$ cat src/rtl/req_gen.sv
// Two-channel request generator: rising strobe edges queue events in a saturating
// counter, each event is presented as one request and retired by one accepted grant.

module req_gen_chan #(
    parameter int CNT_W = 4,
    parameter int HOLD  = 2
) (
    input  logic             clock,
    input  logic             reset,
    input  logic             strobe,
    input  logic             gnt,
    input  logic             clear_ovf,
    output logic             req,
    output logic [CNT_W-1:0] pend,
    output logic             ovf
);
    localparam int HOLD_W = (HOLD > 1) ? $clog2(HOLD) : 1;
    localparam logic [CNT_W-1:0]  PEND_MAX  = '1;
    localparam logic [HOLD_W-1:0] HOLD_LOAD = HOLD_W'((HOLD > 0) ? HOLD - 1 : 0);

    typedef enum logic [1:0] {
        ST_IDLE,
        ST_REQ,
        ST_HOLD
    } state_t;

    state_t            state;
    state_t            state_next;
    logic [HOLD_W-1:0] hold_cnt;
    logic [HOLD_W-1:0] hold_cnt_next;
    logic              strobe_sampled;
    logic              armed;
    logic              armed_next;
    logic              req_next;
    logic [CNT_W-1:0]  pend_next;
    logic              ovf_next;
    logic              strobe_edge;
    logic              accept;

    assign strobe_edge = strobe & ~strobe_sampled;

    // A grant only counts once the arbiter has seen this request for a full cycle.
    assign accept = (state == ST_REQ) & armed & gnt;

    always_ff @(posedge clock or posedge reset) begin
        if (reset) begin
            state          <= ST_IDLE;
            hold_cnt       <= '0;
            strobe_sampled <= 1'b0;
            armed          <= 1'b0;
            req            <= 1'b0;
            pend           <= '0;
            ovf            <= 1'b0;
        end else begin
            state          <= state_next;
            hold_cnt       <= hold_cnt_next;
            strobe_sampled <= strobe;
            armed          <= armed_next;
            req            <= req_next;
            pend           <= pend_next;
            ovf            <= ovf_next;
        end
    end

    always_comb begin
        state_next    = state;
        hold_cnt_next = hold_cnt;
        case (state)
            ST_IDLE: begin
                if (pend != '0) begin
                    state_next = ST_REQ;
                end
            end
            ST_REQ: begin
                if (accept) begin
                    if (HOLD == 0) begin
                        state_next = ST_IDLE;
                    end else begin
                        state_next    = ST_HOLD;
                        hold_cnt_next = HOLD_LOAD;
                    end
                end
            end
            ST_HOLD: begin
                if (hold_cnt == '0) begin
                    state_next = ST_IDLE;
                end else begin
                    hold_cnt_next = hold_cnt - 1'b1;
                end
            end
            default: begin
                state_next = ST_IDLE;
            end
        endcase
    end

    always_comb begin
        req_next   = (state_next == ST_REQ);
        armed_next = (state == ST_REQ) && !accept;
    end

    // A simultaneous edge and accept cancel out, even when the counter is full.
    always_comb begin
        pend_next = pend;
        ovf_next  = ovf & ~clear_ovf;
        if (strobe_edge && !accept) begin
            if (pend != PEND_MAX) begin
                pend_next = pend + 1'b1;
            end else begin
                ovf_next = 1'b1;
            end
        end else if (accept && !strobe_edge) begin
            pend_next = pend - 1'b1;
        end
    end
endmodule

module req_gen #(
    parameter int CNT_W = 4,
    parameter int HOLD  = 2
) (
    input  logic             clock,
    input  logic             reset,
    input  logic             strobe_0,
    input  logic             strobe_1,
    input  logic             gnt_0,
    input  logic             gnt_1,
    input  logic             clear_ovf,
    output logic             req_0,
    output logic             req_1,
    output logic [CNT_W-1:0] pend_0,
    output logic [CNT_W-1:0] pend_1,
    output logic             ovf_0,
    output logic             ovf_1
);
    req_gen_chan #(
        .CNT_W (CNT_W),
        .HOLD  (HOLD)
    ) u_chan_0 (
        .clock     (clock),
        .reset     (reset),
        .strobe    (strobe_0),
        .gnt       (gnt_0),
        .clear_ovf (clear_ovf),
        .req       (req_0),
        .pend      (pend_0),
        .ovf       (ovf_0)
    );

    req_gen_chan #(
        .CNT_W (CNT_W),
        .HOLD  (HOLD)
    ) u_chan_1 (
        .clock     (clock),
        .reset     (reset),
        .strobe    (strobe_1),
        .gnt       (gnt_1),
        .clear_ovf (clear_ovf),
        .req       (req_1),
        .pend      (pend_1),
        .ovf       (ovf_1)
    );
endmodule

$ cat config.mk
export PLATFORM = sky130hd
export DESIGN_NAME = req_gen
export DESIGN_NICKNAME = d
export VERILOG_FILES = /design/src/rtl/req_gen.sv
export SDC_FILE = /design/constraint.sdc
export NUM_CORES = 1
export LEC_CHECK = 0
export BUFFER_PORTS_ARGS = -buffer_cell sky130_fd_sc_hd__clkbuf_2
export CAP_MARGIN = 10
export CELL_PAD_IN_SITES_DETAIL_PLACEMENT = 1
export CELL_PAD_IN_SITES_GLOBAL_PLACEMENT = 1
export CORE_ASPECT_RATIO = 1.75
export CORE_MARGIN = 2
export CORE_UTILIZATION = 40
export CTS_CLUSTER_SIZE = 24
export DETAILED_ROUTE_END_ITERATION = 8
export MAX_ROUTING_LAYER = met4
export PLACE_DENSITY_LB_ADDON = 0.1
export SYNTH_ARGS = -nofsm -noshare
export SYNTH_HDL_FRONTEND = slang
export SYNTH_SLANG_ARGS = --single-unit
$ cat constraint.sdc
create_clock -name clock -period 4.4 [get_ports clock]
set_input_delay 0.22 -clock clock [delete_from_list [all_inputs] [get_ports clock]]
set_output_delay 0.22 -clock clock [all_outputs]
set_load 0.005 [all_outputs]
==> impl_results.md, run 1 <==
- Status: finished clean
- R2r setup slk: 2.52 ns
- CP startpoint: u_chan_0.strobe_sampled
- Met3 WL: 44 µm
- Achievable clock frequency: 532 MHz
- Top cells by area, synth: dfrtp_1 (50%), xor2_1 (4.8%), ha_1 (4.5%)
- CP max stage cell: dfrtp_1
- Setup CP Type: register to register
- Bufs on Longest Clock Path: 2
- Worst setup EP type: register
- Routed len/inst: 16.0 µm
- Yosys top cell by area: dfrtp_1
- FF-to-FF Start: u_chan_0.strobe_sampled
- Worst flop-to-flop path endpoint: u_chan_0.pend[3]
- Crit path to: u_chan_0.pend[3]
- Max-cap viol count: 0
- Core area: 0.00266 mm²
- Grt ovf: 0
- Unique cell type count in the Yosys netlist: 28
- Synthesis-to-finish area growth: 17.7%
- Via count: 822
- Post CTS Setup Buffer Count: 0
- CTS clk-pin slew, worst paths: 0.08 ns
- Routed length on met1: 884 µm
- Yosys reg bits: 22
- Root buf cell: clkbuf_8
- Footprint of the multi-input gates: 529 µm²
- Layout cells sized above 1: 0.325
- Yosys warns: 0
- First-pass GRT wire length: 4160 µm
- Fillers: 309
- Sink Count: 22
- Final setup viols: 0
- Hold WC Path Type: primary input to register
- Post-CTS sizing: 0
- Delay-heaviest family, CP: simple AND/OR/NAND/NOR gates
- Relative slew slack: 0.447
- Max FO, Critical Path: 5
- Util after Layout: 0.488
- Dpl hpwl: 1880 µm
- Layout Skew: 0.00403 ns
- Vias in the first global route: 878
- Pleak: 0.603 nW
- DRC viols: 0
- Row Count: 25
- Critical path arrival: 2.08 ns
- Hold Fails Final Rpt: 0
- Number of CTS-inserted buffers: 3
- Hold Crit Depth: 1
- Post-route ant nets: 0
- CTS tree: built
- Crit path required time: 4.60 ns
- Metal2 WL: 1390 µm
- GP Congestion: 0.755
- DR vias/cell: 5.59
- IO Pins: 19
- Routed WL: 2350 µm
- Cell Area, Placed: 0.00123 mm²
- DR top layer: met4
- Pwr Total: 0.980 mW
- GRT Util Overall: 0.180
- Die Ht: 73.4 µm
- Area fraction of the dominant cell type after synthesis: 0.499
- Clk_lat worst skew: 0.27 ns
- CTS H-tree lvls: 1
- Largest stage delay, worst path: 0.37 ns
- Antenna Cells: 0
- Unrepaired setup endpoints after global routing: no
- Crit path cell chain: or2b_2 > nor2_4 > inv_2 > ha_1 > a31oi_1 > o32ai_2 > xor2_1
- IR drop worst, VDD: 0.327 mV
- Die area: 0.00321 mm²
- Reg area: 551 µm²
- Hold buffer count at CTS: 0
- Syn nets: 109
- First DRT Iteration DRCs: 9
- Worst-margin pin slew: 0.828 ns
- Sequential share of the synthesized area: 0.499
- Die W: 43.7 µm
- Final period util: 0.427
- Fin Setup TNS: 0 ns
- Fin nets: 132
- Gate Count Post-Synth: 98
- Pin count of the biggest net entering global routing: 23
- PortBufs: 18
- Final slew viol count: 0
- Crit path launch type: register
- 1st-pass router iterations: 4
- Starting Density: 0.415
- Antenna violations before repair: 0
- Tmin final: 1.88 ns
- PD cells: 755 mW/mm²
- Final cell area excluding filler cells: 0.00130 mm²
- Crit path buf inv count: 1
- Crit. path cell count: 7
- Mapped Area: 0.00110 mm²
- Worst Reg-to-Reg Cells: 7
- Post-Syn Area per Cell: 11.2 µm²
==> placed cells by master, fill, tap and decap left out, types with 3 or more instances in the layout <==
master    instances
clkbuf_2         18
or2_2             4
dfrtp_1          22
nand3_1           4
nand2_1           8
xnor2_1           4
clkbuf_8          3
inv_1             4
ha_1              4
o21ai_0           4
xor2_1            6
nor2_1            4
==> how the worst min path moves through the flow <==
stage             start                       to  slack (ns)
2_1_floorplan     reset           u_chan_0.armed        0.21
3_3_place_gp   strobe_0  u_chan_0.strobe_sampled        0.34
3_5_place_dp   strobe_1  u_chan_1.strobe_sampled        0.35
4_1_cts        strobe_1  u_chan_1.strobe_sampled        0.07
5_1_grt        strobe_1  u_chan_1.strobe_sampled        0.07
6_report       strobe_1  u_chan_1.strobe_sampled        0.07
==> registers in the layout, indices dropped and copies added (netlist names) <==
register and cells:
u_chan_0.pend 4, u_chan_0.hold_cnt 1, u_chan_1.ovf 1, u_chan_1.state 2, u_chan_1.strobe_sampled 1, u_chan_0.ovf 1, u_chan_0.state 2, u_chan_0.armed 1
u_chan_1.armed 1, u_chan_1.pend 4, u_chan_0.req 1, u_chan_1.hold_cnt 1, u_chan_1.req 1, u_chan_0.strobe_sampled 1
==> worst register-to-register path: stages, from the launching register on <==
cell     delay, ns
dfrtp_1       0.37
or2b_2        0.33
nor2_4        0.13
inv_2         0.08
ha_1          0.36
a31oi_1       0.12
o32ai_2       0.26
xor2_1        0.17
==> per-stage QoR <==
step | hold slack [ns] | instances | worst slack (ns)
CTS | 0.0702 | 147 | 2.49
floorplan | 0.209 | 98 | 2.67
finish | 0.0728 | 147 | 2.52
global route | 0.0681 | 147 | 2.35
detailed placement | 0.351 | 143 | 2.52
global placement | 0.341 | 143 | 2.56
==> cells in the mapped netlist <==
cell type and number:
dfrtp_1 22, nand2_1 8, xor2_1 6, ha_1 4, inv_1 4, nand3_1 4, nor2_1 4, o21ai_0 4
or2_2 4, xnor2_1 4, a22o_1 2, a31oi_1 2, and3_1 2, and4_1 2, and4b_4 2, inv_2 2
mux2_2 2, nand2b_1 2, nand3b_1 2, nand4b_1 2, nor2_4 2, nor3_1 2, nor4_1 2, o211ai_1 2
o21ai_2 2, o32ai_2 2, or2b_1 1, or2b_2 1
==> layer usage <==
layer | up-vias | global-route usage
met1 | 414 | 0.189
li1 | 392 | -
met4 | 0 | 0.0707
met2 | 13 | 0.328
met5 | - | -
met3 | 3 | 0.0221
==> where the power goes <==
part,switching (mW),internal (mW),leakage [nW],total [mW]
logic,0.191,0.209,0.304,0.400
registers,0.101,0.290,0.263,0.390
clock network,0.0679,0.122,0.0357,0.189
==> layout make-up <==
| type | count | area share |
|---|---|---|
| multi-input cells | 70 | 0.408 |
| clock buffers | 3 | 0.0318 |
| clock inverters | 1 | 0.0231 |
| inverters | 6 | 0.0174 |
| repair buffers | 18 | 0.0694 |
| flip-flops and latches | 22 | 0.424 |
| well taps | 27 | 0.0260 |
==> logic make-up after synthesis <==
group           synth area share
mux                       0.0204
xor+xnor                  0.0795
simple gates               0.230
flops                      0.499
buf+inv                   0.0204
fa+ha+maj                 0.0454
compound gates             0.104
Note: power is estimated with default switching activity, not from simulation.
==> run 2, diff against run 1 <==
==> constraint.sdc (replaced) <==
create_clock -name clock -period 1.8 [get_ports clock]
set_input_delay 0.09 -clock clock [delete_from_list [all_inputs] [get_ports clock]]
set_output_delay 0.09 -clock clock [all_outputs]
set_load 0.005 [all_outputs]
==> impl_results.md, run 2 (synthesis results as in run 1) <==
- Status: finished clean
- CTS tree: built
- Achievable clock frequency: 572 MHz
- First-pass GRT wire length: 4270 µm
- Most frequent cells in the layout: dfrtp_1 (22), clkbuf_2 (18), buf_4 (12)
- Clk_lat worst skew: 0.26 ns
- Crit path launch type: register
- DR vias/cell: 5.51
- Number of CTS-inserted buffers: 3
- Vias in the first global route: 926
- Tmin final: 1.75 ns
- IO Pins: 19
- Sink Count: 22
- Pleak: 0.679 nW
- IR drop worst, VDD: 0.769 mV
- Antenna violations before repair: 0
- First DRT Iteration DRCs: 21
- Crit path required time: 1.98 ns
- Fillers: 298
- Die W: 43.7 µm
- Top flop regs: u_chan_0.pend: 4 flops, u_chan_1.pend: 4 flops
- Final cell area excluding filler cells: 0.00149 mm²
- Unrepaired setup endpoints after global routing: yes
- Core area: 0.00266 mm²
- Layout Skew: 0.00201 ns
- GP Congestion: 0.783
- Max FO, Critical Path: 3
- DRC viols: 0
- Cell Area, Placed: 0.00128 mm²
- Critical path arrival: 1.93 ns
- Dpl hpwl: 1900 µm
- Commonest non-fill, non-tap cell in the layout: dfrtp_1
- Setup CP Type: register to register
- Post-route ant nets: 0
- Antenna Cells: 0
- Pre-CTS WS: 0.0133 ns
- Row Count: 25
- Starting Density: 0.415
- Worst setup EP type: register
- Die area: 0.00321 mm²
- Relative slew slack: 0.753
- Bufs on Longest Clock Path: 2
- 1st-pass router iterations: 4
- CTS H-tree lvls: 1
- Hold WC Path Type: primary input to register
- Final slew viol count: 0
- Routed len/inst: 16.1 µm
- Hold Fails Final Rpt: 0
- Pin count of the biggest net entering global routing: 23
- Max-cap viol count: 0
- Die Ht: 73.4 µm
- Final setup viols: 0
- PD cells: 1830 mW/mm²
- Worst-margin pin slew: 0.370 ns
- Synthesis-to-finish area growth: 35.4%
- Routed WL: 2610 µm
- Fin nets: 147
- Layout cells sized above 1: 0.444
- GRT Util Overall: 0.186
- Final period util: 0.971
- CTS clk-pin slew, worst paths: 0.08 ns
- PortBufs: 18
- Fin worst setup slack: 0.0516 ns
- Grt ovf: 0
- Via count: 893
- Root buf cell: clkbuf_8
## run 2: timing repair
action | 4_1_cts | 5_1_grt
hold endpoints to repair | 24 | 0
hold buffers | 3 | 0
resized for setup | 1 | 12
pin swaps | 0 | 14
setup endpoints to repair | 1 | 3
buffers inserted | 0 | 5
## run 2: area by class of cell
cell class / instances / area [µm²] / share of cell area
Timing Repair Buffer: 33 / 210 / 0.141
Tap cell: 27 / 33.8 / 0.0226
Clock buffer: 3 / 41.3 / 0.0277
Clock inverter: 1 / 30.0 / 0.0201
Sequential cell: 22 / 551 / 0.369
Multi-Input combinational cell: 70 / 604 / 0.405
Inverter: 6 / 22.5 / 0.0151
## run 2: power by group
group          switching, mW  internal (mW)
Sequential             0.266          0.708
Combinational          0.580          0.725
Clock                  0.159          0.297
## run 2: path summary, 6_finish.rpt
check	slack, ns	cells after the start	start	endpoint
min reg2reg	0.52	2	u_chan_1.hold_cnt	u_chan_1.hold_cnt
max	0.05	9	u_chan_1.state[1]	u_chan_1.pend[2]
max in group asynchronous	1.19	4	reset	u_chan_0.armed
min in group asynchronous	0.39	4	reset	u_chan_1.req
min	0.13	3	gnt_1	u_chan_1.state[1]
max reg2reg	0.05	9	u_chan_1.state[1]	u_chan_1.pend[2]
## run 2: through the flow
| stage | TNS, ns | cells | hold slack, ns | utilization | total power [mW] |
|---|---|---|---|---|---|
| after floorplan | 0 | 98 | 0.0792 | - | 1.63 |
| after global placement | 0 | 150 | 0.122 | 0.481 | 2.00 |
| after detailed placement | 0 | 150 | 0.130 | 0.481 | 2.06 |
| after CTS | 0 | 157 | 0.131 | 0.524 | 2.55 |
| after global routing | -0.191 | 162 | 0.162 | 0.561 | 2.97 |
| final | 0 | 162 | 0.132 | 0.561 | 2.73 |
## run 2: critical path, cell delays in order (launching register included)
cell and delay, ns:
dfrtp_1 0.39, and4b_4 0.36, nor2_4 0.05, buf_4 0.14
xnor2_2 0.12, ha_2 0.20, nor2_2 0.12, xnor2_1 0.12
nand3_1 0.08, o211ai_1 0.08
## run 2: metal layers
layer  GRT usage  wire length, µm  up-vias
met5           -                0        -
met3      0.0246               63        8
met4      0.0875               84        0
met2       0.317             1510       19
met1       0.209              960      442
li1            -                -      424
